**src/rtl/aes_sbox_arbiter.sv**
```systemverilog
// Arbitrates one shared combinational AES S-box between the round datapath
// (128-bit SubBytes) and key expansion (32-bit SubWord); one request in flight.
module aes_sbox_arbiter #(
    parameter int CNT_W      = 16,
    parameter int FIXED_PRIO = 0
) (
    input  logic             clk,
    input  logic             rst_n,
    input  logic             st_valid,
    output logic             st_ready,
    input  logic [127:0]     st_data,
    output logic             st_resp_valid,
    input  logic             st_resp_ready,
    output logic [127:0]     st_resp_data,
    input  logic             key_valid,
    output logic             key_ready,
    input  logic [31:0]      key_data,
    output logic             key_resp_valid,
    input  logic             key_resp_ready,
    output logic [31:0]      key_resp_data,
    output logic [127:0]     sbox_in,
    output logic [31:0]      sbox_key_in,
    output logic             sbox_key_gen,
    input  logic [127:0]     sbox_out,
    input  logic [31:0]      sbox_key_out,
    input  logic             cnt_clr,
    output logic [CNT_W-1:0] cnt_st,
    output logic [CNT_W-1:0] cnt_key
);

    localparam logic [1:0] S_IDLE = 2'd0;
    localparam logic [1:0] S_EVAL = 2'd1;
    localparam logic [1:0] S_RESP = 2'd2;

    localparam logic OWN_ST  = 1'b0;
    localparam logic OWN_KEY = 1'b1;
    localparam logic FIXED   = (FIXED_PRIO != 0);

    localparam logic [CNT_W-1:0] CNT_ONE = {{(CNT_W-1){1'b0}}, 1'b1};

    logic [1:0]       state_q, state_d;
    logic             owner_q, owner_d;
    logic             last_grant_q, last_grant_d;
    logic [127:0]     op_q, op_d;
    logic [127:0]     res_q, res_d;
    logic [CNT_W-1:0] cnt_st_q, cnt_st_d;
    logic [CNT_W-1:0] cnt_key_q, cnt_key_d;

    logic idle, eval, resp;
    logic st_hs, key_hs;
    logic own_key;

    always_comb begin
        idle    = (state_q == S_IDLE);
        eval    = (state_q == S_EVAL);
        resp    = (state_q == S_RESP);
        own_key = (owner_q == OWN_KEY);

        // Each ready depends only on the other side's valid, so the two
        // handshakes can never complete in the same cycle.
        st_ready  = idle & (!key_valid | (!FIXED & (last_grant_q == OWN_KEY)));
        key_ready = idle & (!st_valid | FIXED | (last_grant_q == OWN_ST));
        st_hs     = st_valid & st_ready;
        key_hs    = key_valid & key_ready;

        sbox_in      = (eval & !own_key) ? op_q : '0;
        sbox_key_in  = (eval & own_key) ? op_q[31:0] : '0;
        sbox_key_gen = eval & own_key;

        st_resp_valid  = resp & !own_key;
        key_resp_valid = resp & own_key;
        st_resp_data   = res_q;
        key_resp_data  = res_q[31:0];

        cnt_st  = cnt_st_q;
        cnt_key = cnt_key_q;
    end

    always_comb begin
        state_d      = state_q;
        owner_d      = owner_q;
        last_grant_d = last_grant_q;
        op_d         = op_q;
        res_d        = res_q;

        case (state_q)
            S_IDLE: begin
                if (st_hs) begin
                    op_d         = st_data;
                    owner_d      = OWN_ST;
                    last_grant_d = OWN_ST;
                    state_d      = S_EVAL;
                end else if (key_hs) begin
                    op_d         = {96'd0, key_data};
                    owner_d      = OWN_KEY;
                    last_grant_d = OWN_KEY;
                    state_d      = S_EVAL;
                end
            end
            S_EVAL: begin
                res_d   = own_key ? {96'd0, sbox_key_out} : sbox_out;
                state_d = S_RESP;
            end
            S_RESP: begin
                if (own_key ? key_resp_ready : st_resp_ready) begin
                    state_d = S_IDLE;
                end
            end
            default: state_d = S_IDLE;
        endcase
    end

    // Clear beats a same-cycle handshake; counts stick at all-ones.
    always_comb begin
        cnt_st_d  = cnt_st_q;
        cnt_key_d = cnt_key_q;
        if (cnt_clr) begin
            cnt_st_d  = '0;
            cnt_key_d = '0;
        end else begin
            if (st_hs && (cnt_st_q != '1)) begin
                cnt_st_d = cnt_st_q + CNT_ONE;
            end
            if (key_hs && (cnt_key_q != '1)) begin
                cnt_key_d = cnt_key_q + CNT_ONE;
            end
        end
    end

    always_ff @(posedge clk) begin
        if (!rst_n) begin
            state_q      <= S_IDLE;
            owner_q      <= OWN_ST;
            last_grant_q <= OWN_KEY;
            op_q         <= '0;
            res_q        <= '0;
            cnt_st_q     <= '0;
            cnt_key_q    <= '0;
        end else begin
            state_q      <= state_d;
            owner_q      <= owner_d;
            last_grant_q <= last_grant_d;
            op_q         <= op_d;
            res_q        <= res_d;
            cnt_st_q     <= cnt_st_d;
            cnt_key_q    <= cnt_key_d;
        end
    end

endmodule

```
**config.mk**
```make
export PLATFORM = sky130hd
export DESIGN_NAME = aes_sbox_arbiter
export DESIGN_NICKNAME = d
export VERILOG_FILES = /design/src/rtl/aes_sbox_arbiter.sv
export SDC_FILE = /design/constraint.sdc
export NUM_CORES = 1
export LEC_CHECK = 0
export CAP_MARGIN = 20
export CORE_AREA = 5 5 263 265
export CTS_BUF_LIST = sky130_fd_sc_hd__clkbuf_16
export CTS_CLUSTER_DIAMETER = 150
export DETAILED_ROUTE_END_ITERATION = 8
export DIE_AREA = 0 0 268 270
export PLACE_DENSITY_LB_ADDON = 0.05
export SYNTH_ARGS = -nofsm -noshare
export SYNTH_HDL_FRONTEND = slang
export SYNTH_SLANG_ARGS = --single-unit
```
**constraint.sdc**
```tcl
create_clock -name clk -period 2.4 [get_ports clk]
set_input_delay 0.48 -clock clk [delete_from_list [all_inputs] [get_ports clk]]
set_output_delay 0.48 -clock clk [all_outputs]
set_load 0.02 [all_outputs]
```
Yosys cells after proc, flatten, opt, wreduce, memory -nomap -nowiden --
Index checks and enable logic that the tools add are counted.
Operators by class: add/sub/neg operators 2, multiply operators 0, divide/modulo/power cells 0, $lt $le $gt $ge 0, eq/ne operators 6, shift operators 0, multiplexer cells 12, bitwise gates (word level) 12, reductions and logical operators 10
Operators with widths (number):
- $mux 128 | 4
- $add 16x1->16 const B | 2
- $mux 32 | 1
- $ne 16x16->1 const B | 2
- $and 1x1->1 | 8
- $mux 2 | 3
- $pmux 2 s3 | 1
- $reduce_and 2->1 | 2
- $logic_not 1->1 | 3
- $mux 1 | 3
- $ne 3x1->1 const B | 1
- $eq 2x1->1 const B | 1
- $eq 2x2->1 const B | 1
- $logic_and 1x1->1 | 2
- $logic_not 2->1 | 1
- $ne 2x1->1 const B | 1
- $not 1->1 | 2
- $or 1x1->1 | 2
- $reduce_bool 2->1 | 1
- $reduce_or 2->1 | 1
Word-level totals: register bits 292, latch bits 0, memory bits (writable) 0, ROM bits 0, bits of input ports 327, word-level logic and storage cells 49, memories 0

Logic depth before layout (Yosys ltp) --
depth after elaboration 7, mapped depth 7

Worst setup path after synthesis --
No wires, ideal clock.
path type input -> register, start input port st_valid, end register cnt_key_q[14] (netlist: cnt_key[14]), library setup time 116 ps, arrival 1989 ps, data required time 2284 ps, setup slack 295 ps, stages 4, buffers on the path 0, cells stage by stage a211oi_2 > nand4_1 > or4_1 > o211a_1
On the way: word-level cells in the longest chain between the ends 5
RTL lines:
- start, declared | RTL line 9 | input logic st_valid,
- $logic_not 1->1 | RTL line 62 | key_ready = idle & (!st_valid | FIXED | (last_grant_q == OWN_ST));
- $or 1x1->1 | RTL line 62
- $and 1x1->1 | RTL line 62
- $and 1x1->1 | RTL line 64 | key_hs = key_valid & key_ready;
- $logic_and 1x1->1 | RTL line 124 | if (key_hs && (cnt_key_q != '1)) begin
- end signal, assigned | RTL line 146 | cnt_key_q <= cnt_key_d;
- end, declared | RTL line 47 | logic [CNT_W-1:0] cnt_key_q, cnt_key_d;
No other way between the ends. A chain may end at the register's enable or synchronous reset.

Worst setup path after layout --
start register state_q[1], end output port sbox_in[100]
On the way: word-level cells in the longest chain between the ends 3
RTL lines:
- start, declared | RTL line 41 | logic [1:0] state_q, state_d;
- start signal, assigned | RTL line 140 | state_q <= state_d;
- $eq 2x1->1 | RTL line 55 | eval = (state_q == S_EVAL);
- $and 1x1->1 | RTL line 66 | sbox_in = (eval & !own_key) ? op_q : '0;
- $mux 128 | RTL line 66
- end, declared | RTL line 21 | output logic [127:0] sbox_in,
No other way between the ends.

==> results.txt <==
Status - finished with violations
Failing checks - negative setup slack
Post-synthesis instance total - 1503
Routed length on met1 - 25400 um
DR vias/cell - 4.42
CTS tree - built
Routed length on met3 - 6420 um
Final period util - 1.00
Final setup violation count - 1
Crit-path max FO - 7
Fin. Hold Viols - 0
Routed WL - 66900 um
Initial antenna violation count - 26
Worst Setup Start Kind - flop
Syn avg cell area - 8.45 um^2
Final core occ - 0.332
Vias in the first global route - 13600
Grt ovf - 0
GPL Wtd Cong - 0.791
Share of flip-flops with an asynchronous set or reset - 0
RSZ-0062 raised after global routing - yes
Die X - 268 um
CTS Hold Bufs - 0
Critical path class - flop to primary output
Final Net Count - 2469
Worst hold path type - flop to flop
First-pass GRT wire length - 94600 um
Synth warn - 0
Root buffer cell - clkbuf_16
CP Capture Type - primary output
P&R area growth vs syn - 74.0%
Layout cell share with drive strength beyond 1 - 0.157
Setup TNS - -0.00340 ns
Io pins - 684
Slew headroom - 0.404
FILL cells - 6985
Post-detail-place hpwl - 48600 um
H-Tree Depth - 2
Net Count, Synth - 1832
CTS buffer count - 40
Arr. time, crit path - 1.92 ns
IO Port Bufs - 683
Die area - 72400 um^2
Pwr Density - 642 nW/um^2
Uppermost layer routed - met5
Row count - 95
Final Max Tran Viols - 0
Worst slack, placed - -0.0547 ns
Multi-input combinational cell area - 6230 um^2
Register area - 5850 um^2
Clock Latency Late Sink - 0.55 ns
FMAX - 0.416 GHz
P_leak - 8.37 nW
Post-Layout Cell Count - 3060
First drt pass iteration count - 7
Min Tclk post-route - 2.40 ns
Clk sinks - 292
Die H - 270 um
Design Power - 0.0142 W
Initial Utilization - 0.191
Largest net degree at the start of global routing - 124
Gr usage total - 0.172
Met2 wire length - 33300 um
Reg clk slew, reported paths - 0.05 ns
DR WL/cell - 21.9 um
Clk_skew - 0.0123 ns
Maximum root-to-sink buffer count - 3
Unique masters post-synth - 46
Seq/Total Area, Yosys - 0.460
PnR worst setup slack - -0.00340 ns
Iter 0 DRT Violations - 527
Top FF cell, synth - dfxtp_1
Core Box Area - 66600 um^2
Mapped cell area - 12700 um^2
Max cap viols - 0
Post-route DRC - 0
Maximum VDD drop - 0.440 mV
Post-placement cell count - 2949
Number of synthesized register bits - 292
Worst path required time - 1.92 ns
Via count - 13500
Detail Route Antenna Nets - 0
Number of synthesized flops with an enable pin - 0
Slew @ Worst Pin - 0.894 ns
## cell usage in the layout, fill, tap and decap left out, drive strengths merged, types with 18 or more instances in the layout
| master | count |
|---|---|
| a211oi | 33 |
| a21oi | 120 |
| a22oi | 96 |
| a311oi | 33 |
| and2 | 131 |
| and3 | 35 |
| buf | 235 |
| clkbuf | 44 |
| clkdlybuf4s50 | 518 |
| clkinv | 18 |
| dfxtp | 292 |
| mux2i | 35 |
| nand2 | 176 |
| nand3b | 99 |
| nor2 | 170 |
## timing repair
| action | CTS | global route |
|---|---|---|
| gates cloned | 5 | 3 |
| resized for setup | 776 | 85 |
| setup endpoints to repair | 162 | 147 |
| buffers inserted | 18 | 1 |
| pin swaps | 10 | 3 |
## state kept, by name (all words and copies together) (netlist names)
register	cells
last_grant_q	1
cnt_key	16
state_q	2
cnt_st	16
op_q	128
st_resp_data	128
own_key	1
## worst paths after layout
kind	from	to	slack (ns)	depth (start not counted)
worst max-delay path	state_q[1]	sbox_in[100]	-0.003	8
worst min-delay path	st_resp_data[86]	st_resp_data[86]	0.45	2
worst min register to register	st_resp_data[86]	st_resp_data[86]	0.45	2
worst max register to register	state_q[0]	cnt_st[11]	0.28	5
## cell families after synthesis
logic type                 synth area share
DFF                                   0.460
and+or+nand+nor                       0.282
AOI/OAI and AO/OA                     0.167
adders and majority gates           0.00197
muxes                                0.0276
buffers and inverters                0.0616
## stage by stage
step / area, um^2 / hold WS, ns
after floorplan: 12700 / 0.457
after global placement: 20700 / 0.438
after detailed placement: 20700 / 0.443
after CTS: 21900 / 0.451
after global routing: 22100 / 0.465
final: 22100 / 0.446
## synthesized netlist by cell type (3+ instances only)
cell / count / area [um^2]
nand2b_1: 3 / 18.8
and4_1: 10 / 87.6
nand2_1: 176 / 661
nand3b_1: 99 / 743
nor4_1: 5 / 31.3
a22oi_1: 96 / 721
and3_1: 35 / 219
mux2i_1: 35 / 350
nand4_1: 10 / 62.6
a311oi_1: 33 / 289
nor2_1: 170 / 638
dfxtp_1: 292 / 5850
o21ai_0: 8 / 40.0
o41ai_1: 4 / 35.0
or4_1: 14 / 105
o21a_1: 4 / 30.0
nor3_1: 4 / 20.0
o31ai_1: 11 / 82.6
clkbuf_1: 120 / 450
buf_4: 32 / 240
buf_2: 5 / 25.0
a21oi_1: 120 / 601
or3_1: 6 / 37.5
buf_1: 12 / 45.0
nand3_1: 10 / 50.1
and2_1: 131 / 820
a211oi_1: 32 / 240
## layout make-up
cell class | instances | area share
timing repair buffer | 765 | 0.349
multi-input combinational | 1038 | 0.282
sequential | 292 | 0.265
tap | 873 | 0.0494
clock buffer | 41 | 0.0464
clock inverter | 32 | 0.00600
antenna | 16 | 0.00181
inverter | 3 | 0.000849
## critical path: stages (launching register included)
cell	delay, ns
dfxtp_2	0.32
nand2b_4	0.15
nor2_4	0.16
buf_12	0.17
buf_12	0.13
buf_16	0.12
buf_6	0.09
and2_4	0.13
buf_6	0.11
## metal layers
metal  global-route usage  vias up
li1                     -     6547
met1                0.188     6422
met2                0.301      425
met3               0.0733      107
met4               0.0516       26
met5                    0        -
## power breakdown
group	internal, W	switching (W)
clock	0.00307	0.00234
combinational	0.00168	0.00165
sequential	0.00520	0.000240
total	0.00994	0.00424
No activity file was read; power rests on OpenSTA's default activity.
